$ cat config.mk
export PLATFORM = sky130hd
export DESIGN_NAME = mem_sram_ctrl
export DESIGN_NICKNAME = d
export VERILOG_FILES = /design/src/rtl/arm_mem_pkg.sv /design/src/rtl/sram_phase_counter.sv /design/src/rtl/mem_sram_ctrl.sv
export SDC_FILE = /design/constraint.sdc
export NUM_CORES = 1
export LEC_CHECK = 0
export BUFFER_PORTS_ARGS = -buffer_cell sky130_fd_sc_hd__buf_2
export CAP_MARGIN = 20
export CELL_PAD_IN_SITES_DETAIL_PLACEMENT = 1
export CELL_PAD_IN_SITES_GLOBAL_PLACEMENT = 1
export CORE_ASPECT_RATIO = 1.75
export CORE_MARGIN = 2
export CORE_UTILIZATION = 25
export CTS_CLUSTER_DIAMETER = 150
export DETAILED_ROUTE_END_ITERATION = 12
export PLACE_DENSITY = 0.58
export SLEW_MARGIN = 20
export SYNTH_ARGS = -nofsm -noshare
export SYNTH_HDL_FRONTEND = slang
export SYNTH_HIERARCHICAL = 1
export SYNTH_SLANG_ARGS = --single-unit
export TNS_END_PERCENT = 20
$ cat constraint.sdc
create_clock -name clk -period 2.7 [get_ports clk]
set_clock_uncertainty 0.15 [all_clocks]
set_input_delay 0.135 -clock clk [delete_from_list [all_inputs] [get_ports clk]]
set_output_delay 0.135 -clock clk [all_outputs]
set_load 0.01 [all_outputs]
$ cat src/rtl/arm_mem_pkg.sv
// Shared definitions for the memory-stage SRAM responder: FSM state encoding
// and default address-map / SRAM geometry constants.
package arm_mem_pkg;

   typedef enum logic [1:0] {
      ST_IDLE = 2'd0,
      ST_LO   = 2'd1,
      ST_HI   = 2'd2,
      ST_DONE = 2'd3
   } mem_state_t;

   // Byte address that lands on SRAM half-word 0
   localparam int MEM_BASE_ADDR = 1024;
   // External SRAM geometry
   localparam int MEM_SRAM_AW   = 18;
   localparam int MEM_SRAM_DW   = 16;

endpackage

$ cat src/rtl/sram_phase_counter.sv
// Per-phase wait counter for the SRAM controller. Counts 0..WAIT_CYCLES while
// enabled, wraps on its own at the end of a phase, and flags the last cycle.
module sram_phase_counter #(
   parameter int WAIT_CYCLES = 1
) (
   input  logic clk,
   input  logic rst,
   input  logic i_clear,
   input  logic i_en,
   output logic o_phase_last
);

   localparam int CW = (WAIT_CYCLES > 0) ? $clog2(WAIT_CYCLES + 1) : 1;

   logic [CW-1:0] r_cnt;

   assign o_phase_last = (r_cnt == CW'(WAIT_CYCLES));

   // Phase counter: cleared outside an access, wraps to 0 when a phase ends
   always_ff @(posedge clk or negedge rst) begin
      if (!rst) begin
         r_cnt <= '0;
      end else if (i_clear) begin
         r_cnt <= '0;
      end else if (i_en) begin
         r_cnt <= o_phase_last ? '0 : r_cnt + CW'(1);
      end
   end

endmodule

$ cat src/rtl/mem_sram_ctrl.sv
// Memory-stage responder: serves a 32-bit load/store from a 16-bit SRAM as a
// low half-word phase followed by a high half-word phase, holding ready low
// meanwhile so the pipeline freezes. All SRAM-facing outputs are registered.
// Optional build macro MEM_RANGE_CHECK_EN: reject out-of-map or misaligned
// requests with a one-cycle err pulse and no SRAM activity.
module mem_sram_ctrl
   import arm_mem_pkg::*;
#(
   parameter int WAIT_CYCLES = 1,
   parameter int BASE_ADDR   = MEM_BASE_ADDR,
   parameter int SRAM_AW     = MEM_SRAM_AW
) (
   input  logic                   clk,
   input  logic                   rst,
   input  logic                   wr_en,
   input  logic                   rd_en,
   input  logic [31:0]            address,
   input  logic [31:0]            write_data,
   output logic [31:0]            read_data,
   output logic                   ready,
   output logic                   err,
   output logic [SRAM_AW-1:0]     sram_addr,
   output logic [MEM_SRAM_DW-1:0] sram_dq_o,
   output logic                   sram_dq_oe,
   input  logic [MEM_SRAM_DW-1:0] sram_dq_i,
   output logic                   sram_we_n
);

   mem_state_t             r_state;
   mem_state_t             w_next;
   logic                   w_req;
   logic                   w_fault;
   logic                   w_phase_last;
   logic                   w_cnt_clr;
   logic                   w_cnt_en;
   logic [31:0]            w_off;
   logic                   w_unused_off;
   logic                   r_is_wr;
   logic [MEM_SRAM_DW-1:0] r_wdata_hi;
   logic [MEM_SRAM_DW-1:0] r_shadow_lo;
   logic [31:0]            r_read_data;
   logic [SRAM_AW-1:0]     r_addr;
   logic [MEM_SRAM_DW-1:0] r_dq_o;
   logic                   r_oe;
   logic                   r_we_n;

   assign w_req        = wr_en | rd_en;
   assign w_off        = address - 32'(BASE_ADDR);
   // Bits outside the half-word map are intentionally dropped
   assign w_unused_off = ^{w_off[31:SRAM_AW+1], w_off[1:0]};

   assign ready      = ((r_state == ST_IDLE) && !w_req) || (r_state == ST_DONE);
   assign read_data  = r_read_data;
   assign sram_addr  = r_addr;
   assign sram_dq_o  = r_dq_o;
   assign sram_dq_oe = r_oe;
   assign sram_we_n  = r_we_n;

`ifdef MEM_RANGE_CHECK_EN
   localparam logic [32:0] OFF_LIMIT = 33'(1) << (SRAM_AW + 1);
   logic r_err;

   assign w_fault = (address < 32'(BASE_ADDR)) || ({1'b0, w_off} >= OFF_LIMIT) ||
                    (address[1:0] != 2'b00);
   assign err     = r_err;

   // err is high only in the DONE cycle that follows a rejected request
   always_ff @(posedge clk or negedge rst) begin
      if (!rst) r_err <= 1'b0;
      else      r_err <= (r_state == ST_IDLE) && w_req && w_fault;
   end
`else
   assign w_fault = 1'b0;
   assign err     = 1'b0;
`endif

   sram_phase_counter #(
      .WAIT_CYCLES (WAIT_CYCLES)
   ) u_phase_cnt (
      .clk          (clk),
      .rst          (rst),
      .i_clear      (w_cnt_clr),
      .i_en         (w_cnt_en),
      .o_phase_last (w_phase_last)
   );

   // State register
   always_ff @(posedge clk or negedge rst) begin
      if (!rst) r_state <= ST_IDLE;
      else      r_state <= w_next;
   end

   // Next-state and counter control; write wins when both enables are high
   always_comb begin
      w_next    = r_state;
      w_cnt_clr = 1'b1;
      w_cnt_en  = 1'b0;
      case (r_state)
         ST_IDLE: if (w_req) w_next = w_fault ? ST_DONE : ST_LO;
         ST_LO: begin
            w_cnt_clr = 1'b0;
            w_cnt_en  = 1'b1;
            if (w_phase_last) w_next = ST_HI;
         end
         ST_HI: begin
            w_cnt_clr = 1'b0;
            w_cnt_en  = 1'b1;
            if (w_phase_last) w_next = ST_DONE;
         end
         default: w_next = ST_IDLE;
      endcase
   end

   // Request capture and low-half read shadow; only meaningful during an access
   always_ff @(posedge clk) begin
      if ((r_state == ST_IDLE) && w_req) begin
         r_is_wr    <= wr_en;
         r_wdata_hi <= write_data[31:16];
      end
      if ((r_state == ST_LO) && w_phase_last && !r_is_wr) r_shadow_lo <= sram_dq_i;
   end

   // SRAM pins and load result, updated on the edge that enters each phase
   always_ff @(posedge clk or negedge rst) begin
      if (!rst) begin
         r_read_data <= '0;
         r_addr      <= '0;
         r_dq_o      <= '0;
         r_oe        <= 1'b0;
         r_we_n      <= 1'b1;
      end else begin
         case (r_state)
            ST_IDLE: begin
               if (w_req && !w_fault) begin
                  r_addr <= {w_off[SRAM_AW:2], 1'b0};
                  r_dq_o <= write_data[15:0];
                  r_we_n <= ~wr_en;
                  r_oe   <= wr_en;
               end
            end
            ST_LO: begin
               if (w_phase_last) begin
                  r_addr[0] <= 1'b1;
                  r_dq_o    <= r_wdata_hi;
               end
            end
            ST_HI: begin
               if (w_phase_last) begin
                  r_we_n <= 1'b1;
                  r_oe   <= 1'b0;
                  if (!r_is_wr) r_read_data <= {sram_dq_i, r_shadow_lo};
               end
            end
            default: ;
         endcase
      end
   end

endmodule

==> After elaboration in Yosys (flattened, before gate mapping) <==
Index checks and enable logic that the tools add are counted.
{ "op_classes": {"n_addsub": 2, "n_eq_ne": 7, "muxes": 19, "n_bitwise": 3, "reduce_logical": 16} }
{ "ops": {"columns": ["cell", "n"], "rows": [
  ["2-to-1 mux 16 bit", 2],
  ["one-hot mux 16 bit (2 select lines)", 1],
  ["subtractor 19 x 11 -> 19 bit (second input constant)", 1],
  ["AND reduction 3 bit", 4],
  ["2-to-1 mux 1 bit", 9],
  ["2-to-1 mux 2 bit", 3],
  ["!= test 2 x 1 -> 1 bit (second input constant)", 3],
  ["one-hot mux 1 bit (2 select lines)", 3],
  ["one-hot mux 2 bit (3 select lines)", 1],
  ["equality test 2 bit (second input constant)", 2],
  ["logical AND 1 bit", 4],
  ["nonzero test 2 bit", 2],
  ["equality test 2 x 1 -> 1 bit (second input constant)", 1],
  ["logical NOT 1 bit", 2],
  ["logical NOT 2 bit", 1],
  ["!= test 2 bit (second input constant)", 1],
  ["NOT 1 bit", 2],
  ["AND reduction 2 bit", 1],
  ["OR reduction 2 bit", 1],
  ["adder 1 bit (second input constant)", 1],
  ["logical OR 1 bit", 1],
  ["OR 1 bit", 1]
]} }
{ "totals": {"register_bits": 104, "input_bits": 84, "word_cells": 58} }

==> Logic depth before layout (Yosys ltp) <==
{ "depth": {"ltp_word": 5, "depth_mapped": 8, "ltp_nobuf": 6} }

==> Modules after synthesis <==
The synthesis kept the hierarchy.
{ "modules_own_cells": {"columns": ["module", "instances", "cells_each", "area_per_inst_um2"], "rows": [
  ["mem_sram_ctrl", 1, 271, 4052.6],
  ["sram_phase_counter", 1, 3, 37.5]
]} }

==> Least setup slack after synthesis <==
Ideal clock, no wire load.
{ "synth_timing": {"path_type": "reg2reg", "start": "reg r_state[1]", "end": "reg r_shadow_lo[0] (enable)", "setup_ns": 0.374, "arrival_time_ns": 1.699, "path_slack_ns": 0.477, "path_stages_with_launch": 6, "n_path_buf": 2, "synth_period_minus_slack_ns": 2.223, "path_cell_list": "dfrtp_1 inv_1 ha_1 buf_2 buf_1 and3b_1"} }
{ "synth_via": {"elab_chain_len": 3} }
{ "synth_lines": {"columns": ["element", "line_no", "text"], "rows": [
  ["start: declaration", "mem_sram_ctrl.sv:29", "mem_state_t r_state;"],
  ["start signal: assignment", "mem_sram_ctrl.sv:90", "else r_state <= w_next;"],
  ["equality test 2 x 1 -> 1 bit", "mem_sram_ctrl.sv:120", "if ((r_state == ST_LO) && w_phase_last && !r_is_wr) r_shadow_lo <= sram_dq_i;"],
  ["logical AND 1 bit (2 in a row)", "mem_sram_ctrl.sv:120", null],
  ["end signal: assignment", "mem_sram_ctrl.sv:120", null],
  ["end: declaration", "mem_sram_ctrl.sv:40", "logic [MEM_SRAM_DW-1:0] r_shadow_lo;"]
]} }
No other way between the ends.
A chain may end at the register's enable or synchronous reset.

==> Worst setup path in the final report <==
{ "layout_timing": {"start": "in address[10]", "end": "reg r_addr[17] (netlist: sram_addr[17])"} }
{ "layout_via": {"elab_chain_len": 1} }
{ "layout_lines": {"columns": ["element", "line_no", "text"], "rows": [
  ["start: declaration", "mem_sram_ctrl.sv:17", "input logic [31:0] address,"],
  ["subtractor 19 x 11 -> 19 bit", "mem_sram_ctrl.sv:48", "assign w_off = address - 32'(BASE_ADDR);"],
  ["end signal: assignment", "mem_sram_ctrl.sv:135", "r_addr <= {w_off[SRAM_AW:2], 1'b0};"],
  ["end: declaration", "mem_sram_ctrl.sv:42", "logic [SRAM_AW-1:0] r_addr;"]
]} }
No other way between the ends.

==> reports/qor.txt <==
Yosys warns -> 6
GRT met3 Usage -> 0.0298
Post-Place Cells -> 597
Die area -> 17400 sq um
Via density -> 4.36
DR DRC count -> 0
Async S/R FF share, synth -> 0.683
IO Pins -> 154
Synth Area per Inst -> 14.9 sq um
Startpoint Class -> input pin
Reg-to-Reg End -> sram_addr[17]
R2r setup slk -> 240 ps
Clock transition at path regs -> 80 ps
Cell area after layout -> 5940 sq um
Critical Path Source -> address[10]
Fmax -> 0.395 GHz
Tmin final -> 2530 ps
Max-slew violations -> 0
Final HPWL from detailed placement -> 7.08 mm
Ys flop type -> dfrtp_1
Syn nets -> 363
Antenna viol nets, final -> 0
CP endpoint -> sram_addr[17]
Drt pass-1 iters -> 3
Post-route setup TNS -> 0 ps
GRT Util Overall -> 0.125
Sequential area share after synthesis -> 0.677
DR vias -> 2947
Antenna diodes -> 0
Unrepaired setup endpoints after global routing -> no
FF-to-FF Start -> r_state[0]
GRT met1 Usage -> 0.132
Worst reg-to-reg path cell count -> 7
Filler cell count -> 1731
CP max FO -> 4
Final period util -> 0.937
Vias in the first global route -> 3421
CP arrival -> 2670 ps
Clk root buf -> clkbuf_16
Least-Margin Pin Slew -> 971 ps
Worst Setup End Kind -> flop
Status -> complete, no violations
First-pass GRT wire length -> 17.2 mm
CTS tree -> yes
Area growth from synthesis to layout -> 45.2%
Syn Inst Count -> 274
Clock latency on the worst-skew pair -> 340 ps
Core Rows -> 61
Worst slew margin -> 0.353
CTS Buf Count -> 9
Hold Vio Cnt, Final -> 0
Non-Filler Instances -> 676
Clock Path Buffers -> 2
Placed Area -> 5010 sq um
Largest net degree at the start of global routing -> 72
Starting density of the core -> 0.256
Core Region -> 16000 sq um
Peak VDD IR -> 0.372 mV
Setup CP Type -> in -> reg
Die Ht -> 173 um
Pwr per Cell Area -> 1060 nW/um^2
GRT met2 Usage -> 0.233
GRT Max-Usage Layer -> met2
Initial drt markers -> 37
Post-CTS setup buffers -> 0
Die Wd -> 101 um
Routability Congestion -> 0.707
Cell area after synthesis -> 4090 sq um
Distinct cells, synth -> 36
Drt wl/cell -> 15.3 um
H-tree depth -> 3
Endpoints failing setup -> 0
Critical path required time -> 2840 ps
Total wire length -> 10.3 mm
Synthesized flop and latch total -> 104
Worst Hold Depth -> 3
Port bufs -> 137
Maxcap violations -> 0
Leak -> 2.66 nW
CTS sink cnt -> 104
Initial antenna violation count -> 0
HP Class -> in -> reg
GRT overflow -> 0
Post-synth EDFFs -> 33
Layout cells sized above 1 -> 0.466
Nets -> 571
-- metrics by stage --
stage	power, mW	setup WS (ps)	hold WS, ps	utilization
after floorplan	4.00	477	-311	-
after global placement	4.90	589	164	0.314
after detailed placement	5.02	511	164	0.314
after CTS	6.44	55.9	0.339	0.372
after global routing	6.76	4.61	8.02	0.372
final	6.29	169	9.02	0.372
-- timing repair --
action                     CTS  global route
resized for setup            0             3
hold endpoints to repair   145             0
hold buffers                63             0
setup endpoints to repair    0             3
-- how the worst min path moves through the flow --
stage	from	endpoint	slack, ps
after floorplan	rst	r_state[0]	-310
after global placement	write_data[25]	r_wdata_hi[9]	160
after detailed placement	write_data[17]	r_wdata_hi[1]	160
after CTS	write_data[3]	sram_dq_o[3]	0.3
after global routing	write_data[8]	sram_dq_o[8]	8
final	write_data[8]	sram_dq_o[8]	9
-- cells by family (layout without fill, tap and decap cells) --
| kind of cell | count (synthesis) | count (layout) | share of synthesized area |
|---|---|---|---|
| compound gates | 24 | 24 | 0.0379 |
| xor+xnor | 3 | 3 | 0.00643 |
| fa+ha+maj | 5 | 5 | 0.0153 |
| buf+inv | 18 | 231 | 0.0202 |
| flops | 104 | 104 | 0.677 |
| mux | 66 | 66 | 0.181 |
| other cells | 1 | 1 | 0.000917 |
| simple gates | 53 | 53 | 0.0612 |
-- report_power, final --
part / internal (mW) / leakage [nW] / switching (mW)
Combinational: 1.22 / 1.37 / 1.23
Clock: 0.663 / 0.144 / 0.607
Sequential: 2.28 / 1.15 / 0.287
-- metal layers --
layer,vias up,part of all wire
met1,1466,0.37
li1,1381,-
met4,0,0.020
met5,-,0
met2,86,0.56
met3,14,0.042
-- synthesized netlist by cell type (all sizes together) (2+ instances only) --
master  instances  area share
o31ai           3      0.0055
nand2          29       0.027
or3b            2      0.0043
mux2           64        0.18
nor2           10      0.0092
xnor2           3      0.0064
or3             3      0.0046
mux2i           2      0.0049
buf             9       0.012
inv             8      0.0073
ha              5       0.015
or4             3      0.0064
dfrtp          70        0.43
edfxtp         33        0.24
a21oi           3      0.0037
a31oi           5      0.0076
o21ai          10       0.012
-- cell type report --
| class | count | area (sq um) | share of cell area |
|---|---|---|---|
| Clock buffer | 10 | 239 | 0.0402 |
| Clock inverter | 6 | 48.8 | 0.00822 |
| Inverter | 8 | 32.5 | 0.00548 |
| Multi-Input combinational cell | 152 | 1240 | 0.209 |
| Sequential cell | 104 | 2770 | 0.466 |
| Tap cell | 189 | 236 | 0.0398 |
| Timing Repair Buffer | 207 | 1370 | 0.231 |
-- registers in the layout, indices dropped and copies added, names as in the netlist --
register and flops:
u_phase_cnt/o_phase_last 1, sram_dq_oe 1, r_shadow_lo 16, r_state 2, sram_dq_o 16, r_wdata_hi 16
sram_addr 18, sram_we_n 1, read_data 32, r_is_wr 1
-- critical path: stages --
cell and delay, ps:
dlygate4sd3_1 530, buf_2 140, inv_1 70, ha_1 200, or3b_4 430, or4_1 410, a31oi_1 180, dlygate4sd3_1 560
-- cell usage in the layout (no fill, tap or decap), types with 2 or more instances in the layout --
cell	n
o21ai_0	8
dlygate4sd3_1	63
clkinv_4	2
o31ai_1	3
or3_1	3
buf_2	136
a31oi_1	5
xnor2_1	3
mux2_2	61
clkbuf_16	9
buf_4	8
nor2_1	10
dfrtp_1	70
ha_1	5
inv_1	7
nand2_1	29
a21oi_1	3
inv_6	3
mux2i_1	2
o21ai_1	2
mux2_1	3
edfxtp_1	33
or4_1	2
Note: power is estimated with default switching activity, not from simulation.
